==> config.mk <==
export PLATFORM = sky130hd
export DESIGN_NAME = hazard_scoreboard
export DESIGN_NICKNAME = d
export VERILOG_FILES = /design/src/rtl/hazard_scoreboard.sv
export SDC_FILE = /design/constraint.sdc
export NUM_CORES = 1
export LEC_CHECK = 0
export ABC_AREA = 1
export CORE_ASPECT_RATIO = 0.7
export CORE_UTILIZATION = 57
export DETAILED_ROUTE_END_ITERATION = 8
export PLACE_DENSITY = 0.83
export RECOVER_POWER = 50
export SETUP_SLACK_MARGIN = 0.1
export SYNTH_ARGS = -nofsm -noshare
export SYNTH_HDL_FRONTEND = slang
export SYNTH_SLANG_ARGS = --single-unit
==> constraint.sdc <==
create_clock -name clk -period 5.95 [get_ports clk]
set_clock_uncertainty 0.15 [all_clocks]
set_input_delay 1.785 -clock clk [delete_from_list [all_inputs] [get_ports clk]]
set_output_delay 1.785 -clock clk [all_outputs]
set_load 0.005 [all_outputs]
==> src/rtl/hazard_scoreboard.sv <==
// Decode-side hazard unit: shadow of in-flight destinations across the forwarding
// stages plus a busy-bit scoreboard for long-latency results.
module hazard_scoreboard #(
    parameter int NREAD      = 2,
    parameter int NSTAGES    = 2,
    parameter int LOAD_READY = 2,
    parameter int SELW       = $clog2(NSTAGES + 1)
) (
    input  logic                  clk,
    input  logic                  reset,
    input  logic                  de_valid,
    input  logic [NREAD*5-1:0]    de_rs,
    input  logic [4:0]            de_rd,
    input  logic                  de_we,
    input  logic [1:0]            de_class,
    input  logic                  pipe_adv,
    input  logic                  flush,
    input  logic                  lx_done,
    input  logic [4:0]            lx_rd,
    output logic                  stall,
    output logic [NREAD*SELW-1:0] fwd_sel,
    output logic [31:0]           busy
);

    localparam logic [1:0] CLASS_LOAD = 2'd1;
    localparam logic [1:0] CLASS_LONG = 2'd2;

    // Shadow entry k holds the destination of the instruction now in stage k.
    logic            v_q   [1:NSTAGES];
    logic [4:0]      rd_q  [1:NSTAGES];
    logic [SELW-1:0] rdy_q [1:NSTAGES];
    logic            v_d   [1:NSTAGES];
    logic [4:0]      rd_d  [1:NSTAGES];
    logic [SELW-1:0] rdy_d [1:NSTAGES];

    logic [31:0]      busy_q;
    logic [31:0]      busy_d;
    logic [NREAD-1:0] port_stall;
    logic             waw_stall;
    logic             issue;
    logic             ins_shadow;
    logic             set_busy;

    genvar gi;
    generate
        for (gi = 0; gi < NREAD; gi++) begin : g_port
            logic [4:0]      rs;
            logic [SELW-1:0] sel;
            logic            not_ready;
            logic            rs_busy;

            assign rs = de_rs[5*gi +: 5];

            // Scan oldest to youngest so the youngest matching stage overrides.
            always_comb begin
                sel       = '0;
                not_ready = 1'b0;
                if (rs != 5'd0) begin
                    for (int k = NSTAGES; k >= 1; k--) begin
                        if (v_q[k] && (rd_q[k] == rs)) begin
                            sel       = SELW'(k);
                            not_ready = (rdy_q[k] > SELW'(k));
                        end
                    end
                end
            end

            assign rs_busy                    = (rs != 5'd0) && busy_q[rs];
            assign port_stall[gi]             = not_ready | rs_busy;
            assign fwd_sel[SELW*gi +: SELW]   = de_valid ? sel : '0;
        end
    endgenerate

    // WAW guard also keeps a busy set and clear from hitting the same register.
    assign waw_stall  = de_we && (de_rd != 5'd0) && busy_q[de_rd];
    assign stall      = de_valid && ((|port_stall) || waw_stall);
    assign issue      = de_valid && !stall && pipe_adv;
    assign ins_shadow = issue && de_we && (de_rd != 5'd0) && (de_class != CLASS_LONG);
    assign set_busy   = issue && de_we && (de_rd != 5'd0) && (de_class == CLASS_LONG);
    assign busy       = busy_q;

    always_comb begin
        for (int k = 1; k <= NSTAGES; k++) begin
            v_d[k]   = v_q[k];
            rd_d[k]  = rd_q[k];
            rdy_d[k] = rdy_q[k];
        end
        if (flush) begin
            for (int k = 1; k <= NSTAGES; k++) begin
                v_d[k] = 1'b0;
            end
        end else if (pipe_adv) begin
            for (int k = NSTAGES; k >= 2; k--) begin
                v_d[k]   = v_q[k-1];
                rd_d[k]  = rd_q[k-1];
                rdy_d[k] = rdy_q[k-1];
            end
            v_d[1]   = ins_shadow;
            rd_d[1]  = de_rd;
            rdy_d[1] = (de_class == CLASS_LOAD) ? SELW'(LOAD_READY) : SELW'(1);
        end
    end

    always_comb begin
        busy_d = busy_q;
        if (lx_done) begin
            busy_d[lx_rd] = 1'b0;
        end
        if (set_busy) begin
            busy_d[de_rd] = 1'b1;
        end
        busy_d[0] = 1'b0;
    end

    always_ff @(posedge clk) begin
        if (reset) begin
            for (int k = 1; k <= NSTAGES; k++) begin
                v_q[k]   <= 1'b0;
                rd_q[k]  <= 5'd0;
                rdy_q[k] <= '0;
            end
            busy_q <= '0;
        end else begin
            for (int k = 1; k <= NSTAGES; k++) begin
                v_q[k]   <= v_d[k];
                rd_q[k]  <= rd_d[k];
                rdy_q[k] <= rdy_d[k];
            end
            busy_q <= busy_d;
        end
    end

endmodule

Word level (Yosys, flattened, before mapping)
Memory sizes are Yosys's and may differ from the RTL's.
Index checks and enable logic that the tools add are counted.
{ "word_totals": {"regBits": 32, "mem_bits_rw": 16, "output_inout_bits": 37, "word_cells": 96, "mem_count": 3} }
{ "classes": {"order_cmp": 8, "n_eq_ne": 7, "muxes": 42, "bitwise": 11, "n_reduce_logical": 23} }
{ "memory_table": {"columns": ["name", "words", "word_bits", "read_ports", "rd_clocked_by_memory_dff", "wr", "line_no", "rtl"], "rows": [
  ["rd_q", 2, 5, 2, 0, 2, "30", "logic [4:0] rd_q [1:NSTAGES];"],
  ["rdy_q", 2, 2, 2, 0, 2, "31", "logic [SELW-1:0] rdy_q [1:NSTAGES];"],
  ["v_q", 2, 1, 2, 0, 2, "29", "logic v_q [1:NSTAGES];"]
]} }
{ "op_table": {"columns": ["op", "count"], "rows": [
  ["$mux 32", 2],
  ["$and 32x32->32", 1],
  ["$not 32->32", 1],
  ["$or 32x32->32", 1],
  ["$mux 2", 13],
  ["$lt 5x6->1 const B", 4],
  ["$eq 5x5->1", 4],
  ["$mux 10", 2],
  ["$logic_and 1x1->1", 17],
  ["$mux 1", 16],
  ["$bmux 1 s5", 3],
  ["$reduce_bool 5->1", 3],
  ["$demux 1 s5", 2],
  ["$ge 5x1->1 const B", 2],
  ["$mux 5", 2],
  ["$mux 4", 2],
  ["$or 1x1->1", 8],
  ["$eq 2x1->1 const B", 1],
  ["$eq 2x2->1 const B", 1],
  ["$gt 2x1->1 const B", 1],
  ["$gt 2x2->1 const B", 1],
  ["$ne 2x2->1 const B", 1],
  ["$reduce_or 2->1", 1],
  ["$logic_not 1->1", 1],
  ["$logic_or 1x1->1", 1]
]} }

Logic depth before layout (Yosys ltp)
An unclocked memory read counts as a cell.
{ "depth": {"depth_word": 19, "mapped_depth": 17} }

Worst setup path after synthesis
Ideal clock, no wire load.
{ "synth_timing": {"path_type": "input to output", "startpoint": "input de_rs[1]", "endpoint": "output stall", "arrival_time_ps": 2984, "slack_ps": 1031, "path_stages": 13, "path_cell_list": "buf_4 -> inv_1 -> buf_4 -> nor2_1 -> nand2_1 -> nand3_1 -> nand3_1 -> nand2_1 -> nand2_1 -> nand4_2 -> nor2_4 -> buf_6 -> nor2_1"} }
{ "synth_via": {"elab_chain_len": 9, "word_cells_on_any_way": 15, "cone_classes": "eq/ne (2); mux (5); bitwise (1); reduce/logical (7)"} }
{ "synth_rtl": {"columns": ["element", "line_no", "rtl"], "rows": [
  ["start: declaration", "12", "input logic [NREAD*5-1:0] de_rs,"],
  ["parallel branches: the longest is 5 deep, another holds $bmux 1 s5", null, null],
  ["$or 1x1->1 (*)", "69", "assign port_stall[gi] = not_ready | rs_busy;"],
  ["$reduce_or 2->1 (*)", "76", "assign stall = de_valid && ((|port_stall) || waw_stall);"],
  ["$logic_or 1x1->1 (*)", "76", null],
  ["$logic_and 1x1->1 (*)", "76", null],
  ["end: declaration", "20", "output logic stall,"]
]} }
Every way passes the cells marked *. The select of a mux whose other input is x is not followed.

Final worst setup path
{ "layout_timing": {"startpoint": "input de_rs[6]", "endpoint": "output fwd_sel[3]"} }
{ "layout_via": {"elab_chain_len": 6, "word_cells_on_any_way": 9, "cone_classes": "eq/ne (2); mux (4); reduce/logical (3)"} }
{ "layout_rtl": {"columns": ["element", "line_no", "rtl"], "rows": [
  ["$eq 5x5->1", "60", "if (v_q[k] && (rd_q[k] == rs)) begin"],
  ["$logic_and 1x1->1", "60", null],
  ["$mux 2 (2 in series)", "60", null],
  ["$mux 2 (*)", "58", "if (rs != 5'd0) begin"],
  ["$mux 2 (*)", "70", "assign fwd_sel[SELW*gi +: SELW] = de_valid ? sel : '0;"],
  ["end: declaration", "21", "output logic [NREAD*SELW-1:0] fwd_sel,"]
]} }
Every way passes the cells marked *; elsewhere a longest branch is shown, timed or not.

==> run_results.csv <==
group,metric,value,unit
status,outcome,"complete, no violations",
synth,synthTopCellsByArea,"dfxtp_1 27%, nand2_1 17%, o21ai_0 8.4%, a21oi_1 8.1%, nor2_1 7.7%",
global_route,antenna_found_initial,0,
synth,yosys.cell_types.count,28,
final_layout,final_area,4580,sq um
detailed_routing,drt_iter0_markers,599,
critical_path,crit_type,"in -> out",
critical_path,cp_data_required_time,4.01,ns
synth,synth_flop_cell,"dfxtp_1",
floorplanning,core,5840,sq um
cts,cts_hold_buf,0,
detailed_routing,viasPerCell,6.19,
final_layout,final_nets,713,
critical_path,worst_path_largest_cell_delay,0.50,ns
place,port_buffers,64,
synth,yosys-top-cells-count,"156 x nand2_1, 72 x nor2_1, 63 x inv_1",
detailed_routing,wl_per_cell,16.9,um
timing,drv_slew,0,
detailed_routing,drc,0,
timing,holdWs,0.335,ns
final_layout,antenna_cells,0,
floorplanning,io_pins,66,
synth,syn_nets,639,
power,leakagePower,2.05,nW
final_layout,syn_to_final_growth,30.0,%
cts,cts.clk_slew.worst_paths,0.10,ns
final_layout,final_layout_size_suffix_gt1_share,8.91,%
global_route,grt_max_degree,35,
detailed_routing,vias,4708,
floorplanning,die_h,67.8,um
power,p_total,0.772,mW
synth,seq_area_frac_synth,26.7,%
cts,cts_buffers,5,
critical_path,path_cells,"clkdlybuf4s50_1, inv_1, o22ai_1, nor2_1, nand3_1, buf_4, nand4_1, nor2_1, clkdlybuf4s50_1",
cts,htree_levels,2,
detailed_routing,wl,12900,um
synth,synth-seq-cells,47,
timing,period_needed,5.59,ns
hold_path,hp-class,"reg -> reg",
synth,syn_avg_cell_area,5.77,sq um
place,pre_cts_slack,0.0998,ns
timing,hold_violations,0,
cts,cts_tree,"built",
floorplanning,die_x,95.9,um
critical_path,cp_max_fo,8,
global_route,track_usage,40.7,%
power,powerDensity,169,nW/um^2
power,irDropWorstVdd,0.120,mV
place,dp_hpwl,9440,um
cts,cts_sinks,47,
synth,synthArstFlopShare,0,%
synth,synth_area,3520,sq um
detailed_routing,first_pass_iters,5,
synth,synth_top_area_cell,"dfxtp_1",
timing,finalCritPeriodShare,93.9,%
synth,synth_edf_count,0,
detailed_routing,ant_nets,0,
global_route,gr-total-overflow,0,
place,post_dp_cell_area,4330,sq um
timing,worstMarginPinSlew,1.27,ns
critical_path,cp_data_arrival_time,3.65,ns
cts,clk_latency,0.31,ns
synth,synth_most_common_cell,"nand2_1",
place,place.gp.congestion,0.996,
cts,clk_path_buf_depth,2,
cts,root_buffer,"clkbuf_8",
critical_path,slowest_stage,"clkdlybuf4s50_1",
critical_path,start_kind,"primary input",
synth,netlist_instances,610,
timing,tns,0,ns
timing,slew_headroom,14.8,%
global_route,grt_pass1_wl,20100,um
timing,rsz0062_at_grt,"no",
timing,fin_ws,0.361,ns
timing,fmax,179,MHz
critical_path,cp-end-kind,"output pin",
global_route,grt_pass1_vias,4065,
floorplanning,rows,23,
flow_run,drv_cap,0,
floorplanning,die_area,6500,sq um
synth,yosys_warnings,0,
timing,setup_viol,0,
floorplanning,start_util,60.3,%
synth,synth_top_area_share,26.7,%
-- power breakdown --
group          leakage (nW)  switching, mW  internal [mW]
sequential            0.381        0.00669          0.320
clock                0.0618          0.127          0.139
combinational          1.61          0.113         0.0660
total                  2.05          0.247          0.525
-- stage by stage --
| step | instances | util (%) |
|---|---|---|
| 2_1_floorplan | 610 | - |
| 3_3_place_gp | 746 | 74.1 |
| 3_5_place_dp | 746 | 74.1 |
| 4_1_cts | 754 | 76.2 |
| 5_1_grt | 760 | 78.3 |
| 6_report | 760 | 78.3 |
-- cell families (layout without fill, tap and decap cells) --
logic type | Yosys count | count (layout) | share of synthesized area, %
DFF | 47 | 47 | 26.7
and+or+nand+nor | 332 | 332 | 40.9
buffers and inverters | 97 | 172 | 12.4
other | 1 | 1 | 0.107
AOI/OAI and AO/OA | 133 | 133 | 19.9
-- worst max-delay path: cells and delay by family --
family,cells,cell delay (ns)
compound gates,1,0.24
simple gates,4,0.35
buf+inv,4,1.28
-- sequential cells by signal, indices dropped and copies added (netlist names) --
register  count
rd_q         10
busy         31
v_q           2
rdy_q         4
-- routing by layer --
metal | part of all wire (%) | up-vias | GRT usage (%) | wire [um]
li1 | - | 2178 | - | -
met3 | 15 | 58 | 11.7 | 1900
met2 | 41 | 405 | 61.4 | 5220
met4 | 2.7 | 0 | 9.70 | 347
met1 | 42 | 2067 | 56.8 | 5410
met5 | 0 | - | 0 | 0
-- repair_timing --
action,CTS,global route
setup endpoints to repair,1,1
resized for setup,1,15
buffers inserted,0,5
cloned,0,1
pin swaps,0,3
-- layout by cell type (no fill, tap or decap), drive strengths merged --
cell,count
nand4,36
conb,1
buf,34
dlygate4sd3,32
a22oi,1
o22ai,5
nor2,73
or2,1
bufinv,1
nand2,157
dlymetal6s2s,5
clkdlybuf4s50,27
nand3,52
nor3,12
clkbuf,7
a21oi,57
o21ai,60
dfxtp,47
nand3b,1
o211a,1
o211ai,8
inv,66
a31oi,1
-- area by class of cell --
type / instances / area [sq um]
sequential: 47 / 941
timing repair buffer: 99 / 983
clock buffer: 6 / 82.6
clock inverter: 2 / 38.8
tap: 75 / 93.8
fill: 465 / 1260
inverter: 65 / 251
multi-input combinational: 466 / 2190
-- worst paths after layout --
path                    start          end  slack (ns)  cells past startpoint
setup reg to reg   rd_q[1][4]      busy[1]        3.71                     11
hold / removal    rdy_q[1][1]  rdy_q[1][1]        0.33                      2
hold reg to reg   rdy_q[1][1]  rdy_q[1][1]        0.33                      2
setup / recovery     de_rs[6]   fwd_sel[3]        0.36                      9
(Power assumes the default switching activity.)
